==> src/rtl/vscale_htif_pcr_arbiter_pkg.sv <==
// Shared HTIF PCR constants: data width, arbiter state encodings and the timeout data word.
// Pure declarations; no logic, no latency, no flow control.
package vscale_htif_pcr_arbiter_pkg;

  localparam int HTIF_PCR_WIDTH = 64;

  localparam logic [1:0] HTIF_ARB_IDLE      = 2'd0;
  localparam logic [1:0] HTIF_ARB_ISSUE     = 2'd1;
  localparam logic [1:0] HTIF_ARB_WAIT_RESP = 2'd2;
  localparam logic [1:0] HTIF_ARB_DELIVER   = 2'd3;

  localparam logic [HTIF_PCR_WIDTH-1:0] HTIF_ARB_ERR_DATA = '1;

  localparam logic [11:0] CSR_ADDR_TO_HOST   = 12'h780;
  localparam logic [11:0] CSR_ADDR_FROM_HOST = 12'h781;

endpackage

==> src/rtl/vscale_htif_pcr_arbiter_rr.sv <==
// Combinational round-robin picker: first valid index at or after ptr, wrapping.
// Zero latency; grant is one-hot or all zero when nothing is valid.
module vscale_rr_arbiter #(
  parameter int NUM_REQ = 2,
  parameter int IDX_W   = 1
) (
  input  logic [NUM_REQ-1:0] valid,
  input  logic [IDX_W-1:0]   ptr,
  output logic [NUM_REQ-1:0] grant,
  output logic [IDX_W-1:0]   idx,
  output logic               any
);

  always_comb begin
    int j;
    j     = 0;
    grant = '0;
    idx   = '0;
    any   = 1'b0;
    for (int i = 0; i < NUM_REQ; i++) begin
      j = int'(ptr) + i;
      if (j >= NUM_REQ) j = j - NUM_REQ;
      if (!any && valid[j]) begin
        any      = 1'b1;
        grant[j] = 1'b1;
        idx      = IDX_W'(j);
      end
    end
  end

endmodule

==> src/rtl/vscale_htif_pcr_arbiter.sv <==
// Shares one HTIF PCR port among NUM_REQ requesters, one transaction in flight, round-robin.
// resp_valid rises k+2 cycles after acceptance for a k-cycle core; waiting requesters stall.
module vscale_htif_pcr_arbiter
  import vscale_htif_pcr_arbiter_pkg::*;
#(
  parameter int NUM_REQ        = 2,
  parameter int ADDR_WIDTH     = 12,
  parameter int DATA_WIDTH     = HTIF_PCR_WIDTH,
  parameter int TIMEOUT_CYCLES = 1024
) (
  input  logic                          clk,
  input  logic                          reset,
  input  logic [NUM_REQ-1:0]            req_valid,
  output logic [NUM_REQ-1:0]            req_ready,
  input  logic [NUM_REQ-1:0]            req_rw,
  input  logic [NUM_REQ*ADDR_WIDTH-1:0] req_addr,
  input  logic [NUM_REQ*DATA_WIDTH-1:0] req_data,
  output logic [NUM_REQ-1:0]            resp_valid,
  input  logic [NUM_REQ-1:0]            resp_ready,
  output logic [DATA_WIDTH-1:0]         resp_data,
  output logic                          resp_err,
  output logic                          htif_pcr_req_valid,
  input  logic                          htif_pcr_req_ready,
  output logic                          htif_pcr_req_rw,
  output logic [ADDR_WIDTH-1:0]         htif_pcr_req_addr,
  output logic [DATA_WIDTH-1:0]         htif_pcr_req_data,
  input  logic                          htif_pcr_resp_valid,
  output logic                          htif_pcr_resp_ready,
  input  logic [DATA_WIDTH-1:0]         htif_pcr_resp_data,
  output logic                          busy
);

  localparam int IDX_W = (NUM_REQ > 1) ? $clog2(NUM_REQ) : 1;
  localparam int CNT_W = (TIMEOUT_CYCLES > 1) ? $clog2(TIMEOUT_CYCLES) : 1;

  logic [1:0]         state;
  logic [IDX_W-1:0]   rr_ptr;
  logic [IDX_W-1:0]   owner;
  logic [IDX_W-1:0]   pick;
  logic [NUM_REQ-1:0] grant;
  logic               any_valid;
  logic [CNT_W-1:0]   wd_cnt;
  logic               wd_expired;
  logic               owner_resp_ready;

  vscale_rr_arbiter #(
    .NUM_REQ (NUM_REQ),
    .IDX_W   (IDX_W)
  ) u_rr (
    .valid (req_valid),
    .ptr   (rr_ptr),
    .grant (grant),
    .idx   (pick),
    .any   (any_valid)
  );

  assign req_ready           = (state == HTIF_ARB_IDLE) ? grant : '0;
  assign htif_pcr_req_valid  = (state == HTIF_ARB_ISSUE);
  assign htif_pcr_resp_ready = (state == HTIF_ARB_WAIT_RESP);
  assign busy                = (state != HTIF_ARB_IDLE);
  assign owner_resp_ready    = resp_ready[owner];

  // A zero timeout never expires; the counter then just saturates.
  assign wd_expired = (TIMEOUT_CYCLES != 0) && (wd_cnt == CNT_W'(TIMEOUT_CYCLES - 1));

  always_comb begin
    resp_valid = '0;
    if (state == HTIF_ARB_DELIVER) resp_valid[owner] = 1'b1;
  end

  always_ff @(posedge clk or posedge reset) begin
    if (reset) begin
      state             <= HTIF_ARB_IDLE;
      rr_ptr            <= '0;
      owner             <= '0;
      htif_pcr_req_rw   <= 1'b0;
      htif_pcr_req_addr <= '0;
      htif_pcr_req_data <= '0;
      resp_data         <= '0;
      resp_err          <= 1'b0;
      wd_cnt            <= '0;
    end else begin
      case (state)
        HTIF_ARB_IDLE: begin
          if (any_valid) begin
            owner             <= pick;
            rr_ptr            <= (pick == IDX_W'(NUM_REQ - 1)) ? '0 : pick + 1'b1;
            htif_pcr_req_rw   <= req_rw[pick];
            htif_pcr_req_addr <= req_addr[pick*ADDR_WIDTH +: ADDR_WIDTH];
            htif_pcr_req_data <= req_data[pick*DATA_WIDTH +: DATA_WIDTH];
            state             <= HTIF_ARB_ISSUE;
          end
        end
        HTIF_ARB_ISSUE: begin
          if (htif_pcr_req_ready) begin
            wd_cnt <= '0;
            state  <= HTIF_ARB_WAIT_RESP;
          end
        end
        HTIF_ARB_WAIT_RESP: begin
          if (htif_pcr_resp_valid) begin
            resp_data <= htif_pcr_resp_data;
            resp_err  <= 1'b0;
            state     <= HTIF_ARB_DELIVER;
          end else if (wd_expired) begin
            resp_data <= '1;
            resp_err  <= 1'b1;
            state     <= HTIF_ARB_DELIVER;
          end else if (wd_cnt != '1) begin
            wd_cnt <= wd_cnt + 1'b1;
          end
        end
        default: begin
          if (owner_resp_ready) state <= HTIF_ARB_IDLE;
        end
      endcase
    end
  end

endmodule

==> config.mk <==
export PLATFORM = sky130hd
export DESIGN_NAME = vscale_htif_pcr_arbiter
export DESIGN_NICKNAME = d
export VERILOG_FILES = /design/src/rtl/vscale_htif_pcr_arbiter_pkg.sv /design/src/rtl/vscale_htif_pcr_arbiter_rr.sv /design/src/rtl/vscale_htif_pcr_arbiter.sv
export SDC_FILE = /design/constraint.sdc
export NUM_CORES = 1
export LEC_CHECK = 0
export BUFFER_PORTS_ARGS = -buffer_cell sky130_fd_sc_hd__buf_2
export CAP_MARGIN = 40
export CORE_AREA = 2 2 144 146
export CTS_CLUSTER_DIAMETER = 80
export DETAILED_ROUTE_END_ITERATION = 16
export DIE_AREA = 0 0 146 148
export GPL_ROUTABILITY_DRIVEN = 0
export PLACE_DENSITY = 0.68
export REMOVE_ABC_BUFFERS = 1
export SLEW_MARGIN = 30
export SYNTH_ARGS = -nofsm -noshare
export SYNTH_HDL_FRONTEND = slang
export SYNTH_SLANG_ARGS = --single-unit
==> constraint.sdc <==
create_clock -name clk -period 6.7 [get_ports clk]
set_clock_uncertainty 0.1 [all_clocks]
set_input_delay 0.335 -clock clk [delete_from_list [all_inputs] [get_ports clk]]
set_output_delay 0.335 -clock clk [all_outputs]
set_load 0.005 [all_outputs]
==> results by group, run 1 <==
Outcome
  – Outcome: finished clean

CTS
  – TritonCTS Buffers: 17
  – Post-CTS setup buffers: 0
  – Clock latency on the worst-skew pair: 410 ps
  – Number of H-tree branching levels: 4
  – Clock input transition at the sequential cells of the worst setup and hold paths: 60 ps
  – Sinks on the clock net: between 150 and 200
  – Post-cts sizing count: 0
  – Clock tree from TritonCTS: done
  – Maximum buffer depth of the clock tree: 2
  – Post-CTS Hold Buffers: 22
  – Root Driver: clkbuf_16

Setup path
  – Slowest stage cell on the critical path: buf_4
  – Cells along the critical path: inv_1 > ha_1 > inv_1 > nor2_4 > buf_4 > buf_2
  – Endpoint arrival time on the critical path: around 2600 ps
  – Crit-path max cell delay: about 610 ps
  – Critical Path Most Common Cell: inv_1
  – Crit. End Element: primary output
  – Worst-path fanout max: 64
  – Required @ worst endpoint: 6260 ps
  – Class of the most critical setup path: reg -> out
  – Kind of start point of the critical path: register

Floorplan
  – Effective utilization at floorplan: 33.0%
  – X dimension of the die: 146 µm
  – Ports placed on the boundary: 375
  – Die height: roughly 150 µm
  – Die Area: 0.0216 mm²
  – Placeable core area: 0.0200 mm²
  – Placement Rows: 52

Place
  – Sum of net half-perimeters after detailed placement: between 10 and 15 mm
  – Total instance count after detailed placement: around 1100
  – Total placed instance area: 0.00868 mm²
  – Quantity of I/O buffers inserted on ports: 374
  – Setup slack after placement: 3800 ps

Power and ir drop
  – Reg power frac: 37.4%
  – Internal power consumption: 2.92 mW
  – Clock power frac: 22.7%
  – Total power draw: between 4 and 5 mW
  – Switching part of the total power: 33.3%
  – Logic gate share of total power: between 30% and 40%
  – Worst-case vdd ir drop: 0.197 mV
  – Leak Pwr: approximately 5.3 nW
  – Power per cell area: 455 mW/mm²
  – Net switching power of the design: roughly 1.5 mW

GRT
  – Vias in the first global route: 5756
  – Largest net degree at the start of global routing: 83
  – Total congestion overflow after global routing: 0
  – Number of antenna violations at the first check in global routing: 1
  – First-pass GRT wire length: roughly 32 mm
  – Total track usage: between 15 and 20%

Yosys
  – Post-synth EDFFs: 0
  – Post-synthesis instance total: 502
  – Post-synthesis sequential element count: 156
  – Mean instance size in the synthesized netlist: around 13 µm²
  – Dominant synthesized flop cell: dfrtp_1
  – Portion of the post-synthesis area used by sequential elements: 59.1%
  – Total number of yosys warnings: 0
  – Mapped cell area: ~0.0066 mm²
  – Async set or reset register ratio after synthesis: 100%
  – Number of different library cells in the post-synthesis netlist: 45

Finish
  – Number of standard cells in the layout, taps in and fillers out: 1178
  – Final standard cell utilization of the core: 48.0%
  – Synthesis-to-finish area growth: 45.5%
  – Layout Cell Area excl Fill: 0.00962 mm²
  – Leading cell types in the layout, fill and taps excluded: 374 x buf_2, 156 x dfrtp_1, 80 x a21o_1, 74 x a22o_1, 60 x o22a_1
  – Number of nets in the layout: 1124
  – Most common cell after layout, fill and taps aside: buf_2
  – Layout cell share with drive strength beyond 1: 47.8%

Routing
  – Number of iterations in the first detailed-routing pass: 4
  – Routed Antenna Nets: 0
  – Total wire length: 20.7 mm
  – DRC violation total after the first TritonRoute iteration: 226
  – Post-detailed-route via-to-cell ratio: 5.01
  – Number of remaining DRC errors: 0
  – Routed length per placed instance: between 15 and 20 µm
  – Number of vias after detailed routing: between 5000 and 6000

Timing
  – Hold Violations, Final: 0
  – Setup repair after global routing missed its margin: false
  – Max-Slew Margin vs Limit: about half
  – Worst Setup Slack, final: around 3700 ps
  – Final sum of negative setup slack: 0 ps
  – Transition time at the pin with the least slew margin: about 760 ps
  – Fin crit share: 44.7%
  – Max Freq: 334 MHz
  – Max-slew violation count: 0
  – Minimum period implied by the final worst setup slack: 3000 ps
  – Setup violations, final: 0
  – Worst hold slack: between 15 and 20 ps

Worst hold path
  – Class of the tightest hold or removal check: in -> reg

Run
  – Max-capacitance violation count: 0
## path summary, 6_finish.rpt
kind	startpoint	to	slack (ps)	cells past startpoint
min	req_data[90]	htif_pcr_req_data[26]$_DFFE_PP0P_	20	2
max	state[0]$_DFFE_PP0P_	req_ready[1]	3700	6
max in group asynchronous	reset	wd_cnt[8]$_DFFE_PP0P_	5210	5
min reg2reg	resp_data[43]$_DFFE_PP0P_	resp_data[43]$_DFFE_PP0P_	380	1
min in group asynchronous	reset	resp_data[35]$_DFFE_PP0P_	330	3
max reg2reg	state[0]$_DFFE_PP0P_	wd_cnt[2]$_DFFE_PP0P_	3830	7
## registers in the layout, summed over array words and instances, names as in the netlist
signal and flops:
htif_pcr_req_data 64, resp_data 64, htif_pcr_req_addr 12, wd_cnt 10
state 2, htif_pcr_req_rw 1, owner 1, resp_err 1
rr_ptr 1
## per-layer routing
layer  vias up  routed length, µm  GRT usage (%)
met5         -                  0              0
met4         0                449           7.18
met3        33               1180           4.07
met2       216              10400           30.3
met1      2919               8610           24.0
li1       2729                  -              -
## kinds of logic (layout without fill, tap and decap cells)
group           count (synthesis)  after routing  synth area share (%)
simple gates                   41             41                  3.75
other cells                     0              2                     0
compound gates                248            248                  30.9
flops                         156            156                  59.1
mux                             5              5                 0.795
buf+inv                        47            451                  4.50
fa+ha+maj                       5              5                 0.946
## cell type report
cell class	count	area, µm²
fill	1883	10400
sequential	156	3900
multi-input combinational	299	2440
timing repair buffer	412	2300
clock buffer	20	437
tap	270	338
clock inverter	12	163
inverter	7	31.3
antenna	2	5.00
## power by group through the flow
stage	clock [mW]	sequential, mW	combinational (mW)
floorplan	0	1.67	0.925
global placement	0	1.63	1.69
detailed placement	0	1.64	1.72
CTS	1.02	1.63	1.74
global route	1.07	1.68	1.92
finish	0.995	1.63	1.75
## synthesized netlist by cell type (3+ instances only)
cell type  instances  area share, %
mux2i_1            3           0.45
a21o_1            80            9.1
buf_12             7            2.1
a211o_1            4           0.53
ha_1               5           0.95
or2_2              3           0.28
a22o_1            74            9.8
clkbuf_1          26            1.5
o21ai_0            8           0.61
o22a_1            60            7.9
dfrtp_1          156             59
o211ai_1           3           0.34
buf_2              6           0.45
nor3_1             3           0.23
nor4_1             5           0.47
o22a_2             4           0.61
nand2_1            8           0.45
inv_1              7           0.40
nand3_1            8           0.61
## critical path: cells and delay by family, from the launching register on
family | cells | cell delay, ps
adders and majority gates | 1 | 250
buffers and inverters | 4 | 1100
DFF | 1 | 410
and+or+nand+nor | 1 | 320
No activity file was read; power rests on OpenSTA's default activity.
==> run 2, diff against run 1 <==
- ABC_AREA: unset -> 1
- CORE_AREA: 2 2 144 146 -> 2 2 145 147
- DIE_AREA: 0 0 146 148 -> 0 0 147 149
- PLACE_DENSITY: 0.68 -> 0.71
- clock period: 6.7 -> 2.7 ns (I/O delays scaled with it)
==> run 2 against run 1 <==
Core utilization increased by 10 points; first-iteration DRC count is 68% higher; hold slack better by 2.0 ps; critical endpoint is now htif_pcr_req_data[31]$_DFFE_PP0P_; register-to-register slack worse by 3600 ps; setup slack lost 3500 ps; non-clock buffer count is 198 higher; critical path depth up 4; area after synthesis is 4.2% higher; count of clock-buffer cells in the layout shrank 1; clock power up 150%.
==> results by group, run 2 <==
Power and ir drop
  – Leak Pwr: 6.28 nW
  – Power per cell area: 1020 mW/mm²
  – Worst-case vdd ir drop: 0.519 mV
  – Total power draw: between 10 and 15 mW

CTS
  – Number of H-tree branching levels: 4
  – Maximum buffer depth of the clock tree: 2
  – TritonCTS Buffers: 17
  – Clock input transition at the sequential cells of the worst setup and hold paths: around 70 ps
  – Clock latency on the worst-skew pair: 420 ps
  – Root Driver: clkbuf_16
  – Sinks on the clock net: 156
  – Post-CTS setup buffers: 0
  – Clock tree from TritonCTS: done

Setup path
  – Reg-to-Reg Start: state[1]$_DFFE_PP0P_
  – Required @ worst endpoint: between 2000 and 3000 ps
  – Kind of start point of the critical path: register
  – Crit. End Element: register
  – Slowest stage cell on the critical path: dlygate4sd3_1
  – Worst setup path startpoint: state[1]$_DFFE_PP0P_
  – Crit-path max cell delay: 560 ps
  – Cells along the critical path: inv_1 > ha_1 > o21ai_4 > inv_2 > nand2_1 > inv_4 > buf_4 > nand2_1 > nand3_1 > dlygate4sd3_1
  – Worst-path fanout max: 26
  – Class of the most critical setup path: reg -> reg
  – Critical Path Most Common Cell: nand2_1
  – Endpoint arrival time on the critical path: 2720 ps

Floorplan
  – Placeable core area: 0.0206 mm²
  – Placement Rows: 53
  – Effective utilization at floorplan: 33.5%
  – Ports placed on the boundary: 375
  – Die Area: 0.0219 mm²
  – X dimension of the die: 147 µm
  – Die height: ~150 µm

Finish
  – Most common cell after layout, fill and taps aside: buf_2
  – Largest registers in the final layout: htif_pcr_req_data (64), resp_data (64), htif_pcr_req_addr (12)
  – Number of nets in the layout: 1640
  – Synthesis-to-finish area growth: 73.1%
  – Final standard cell utilization of the core: 58.0%
  – Leading cell types in the layout, fill and taps excluded: 374 x buf_2, 268 x nand2_1, 221 x dlygate4sd3_1, 156 x dfrtp_1, 83 x nor2_1
  – Layout cell share with drive strength beyond 1: about a third

Yosys
  – Fraction of synthesized area in multiplexers: 0%
  – Number of different library cells in the post-synthesis netlist: 24
  – Mean instance size in the synthesized netlist: approximately 8.4 µm²
  – Post-synthesis instance total: slightly above 800
  – Adder-cell share of the synthesized area: less than 1%
  – Post-synthesis sequential element count: 156
  – Post-synthesis simple-gate area fraction: 26.2%
  – Most instantiated library cell after synthesis: nand2_1
  – Cell types with the highest counts after synthesis: 269 x nand2_1, 156 x dfrtp_1, 83 x nor2_1, 82 x inv_1, 79 x nand3_1
  – Cell taking the most area after synthesis: dfrtp_1
  – Leading post-synthesis cells by cell area: dfrtp_1 57%, nand2_1 15%, nand3_1 5.7%, nor2_1 4.5%, inv_1 4.5%
  – Dominant synthesized flop cell: dfrtp_1
  – Mapped cell area: 0.00689 mm²
  – Post-synth EDFFs: 0
  – Combinational family with the most area after synthesis: simple AND/OR/NAND/NOR gates
  – Synth Area in XOR/XNOR: 0%
  – Portion of the post-synthesis area used by sequential elements: 56.7%
  – Top-area cell type share of the netlist area: 56.7%
  – Compound-gate portion of the synthesized area: 8.52%
  – Async set or reset register ratio after synthesis: 100%
  – Total number of yosys warnings: 0

Outcome
  – Outcome: finished clean

Timing
  – Worst hold slack: ~21 ps
  – Minimum period implied by the final worst setup slack: 2460 ps
  – Transition time at the pin with the least slew margin: between 600 and 700 ps
  – Max-Slew Margin vs Limit: 56.8%
  – Worst Setup Slack, final: 243 ps
  – Max Freq: 407 MHz
  – Max-slew violation count: 0
  – Fin crit share: 91.0%
  – Setup repair after global routing missed its margin: false
  – Hold Violations, Final: 0
  – Setup violations, final: 0

Routing
  – Total wire length: 26.6 mm
  – Number of remaining DRC errors: 0
  – Number of iterations in the first detailed-routing pass: 5
  – Routed Antenna Nets: 0
  – Routed length per placed instance: between 15 and 20 µm
  – DRC violation total after the first TritonRoute iteration: 379
  – Post-detailed-route via-to-cell ratio: 4.71
  – Number of vias after detailed routing: 8005

Place
  – Setup slack after placement: 586 ps
  – Sum of net half-perimeters after detailed placement: 15.4 mm
  – Quantity of I/O buffers inserted on ports: 374

GRT
  – Total congestion overflow after global routing: 0
  – Largest net degree at the start of global routing: between 70 and 80
  – Vias in the first global route: 8358
  – First-pass GRT wire length: 41.9 mm
  – Total track usage: 24.1%
  – Number of antenna violations at the first check in global routing: 4

Run
  – Max-capacitance violation count: 0

Worst hold path
  – Class of the tightest hold or removal check: in -> reg
  – Worst min-delay path startpoint: req_valid[0]
## run 2: metrics by stage
step | instances | instance area (µm²) | TNS [ps]
after floorplan | 780 | 6680 | -326400
after global placement | 1444 | 9090 | 0
after detailed placement | 1444 | 9090 | 0
after CTS | 1697 | 11900 | 0
after global routing | 1700 | 11900 | 0
final | 1701 | 11900 | 0
## run 2: power by group
part	leakage [nW]	internal [mW]	switching, mW
Sequential	1.82	3.40	0.619
Clock	0.284	1.41	1.06
Combinational	4.17	2.91	2.71
## run 2: what timing repair did
action	in CTS	in global routing
setup endpoints to repair	0	56
gates resized for setup	0	2
hold endpoints to repair	198	0
hold buffers	221	0
## run 2: worst max-delay path, delay by kind of cell (launching register included)
kind / cells / cell delay, ps
flops: 1 / 420
compound gates: 1 / 100
buf+inv: 5 / 1260
simple gates: 3 / 250
fa+ha+maj: 1 / 250
## run 2: path summary, 6_finish.rpt
kind                                                endpoint  slack, ps  depth (start not counted)
max                        htif_pcr_req_data[31]$_DFFE_PP0P_        240                         10
min                                       rr_ptr$_DFFE_PP0P_         20                          4
max reg2reg                htif_pcr_req_data[31]$_DFFE_PP0P_        240                         10
min reg2reg                        resp_data[38]$_DFFE_PP0P_        410                          2
max in group asynchronous          resp_data[28]$_DFFE_PP0P_       1480                          4
min in group asynchronous  htif_pcr_req_data[43]$_DFFE_PP0P_        260                          3
## run 2: layout make-up
class                   instances  area, µm²
fillers                      1651       8640
repair buffers                610       4270
flip-flops and latches        156       3900
multi-input cells             539       2460
clock buffers                  19        443
well taps                     275        344
inverters                      85        327
clock inverters                13        155
diodes                          4       10.0
## run 2: logic make-up (layout without fill, tap and decap cells)
logic type               Yosys count  after routing
buffers and inverters            123            727
flip-flops                       156            156
AND/OR/NAND/NOR                  442            442
AO/OA/AOI/OAI                     92             92
other                              0              4
adder cells (fa/ha/maj)            5              5
## run 2: metal layers
layer  up-vias  share of wire, %  global-route usage, %
li1       3733                 -                      -
met1      3731                38                   27.8
met2       446                49                   40.3
met3        93               8.7                   6.85
met4         2               4.8                   14.2
met5         -             0.026                      0
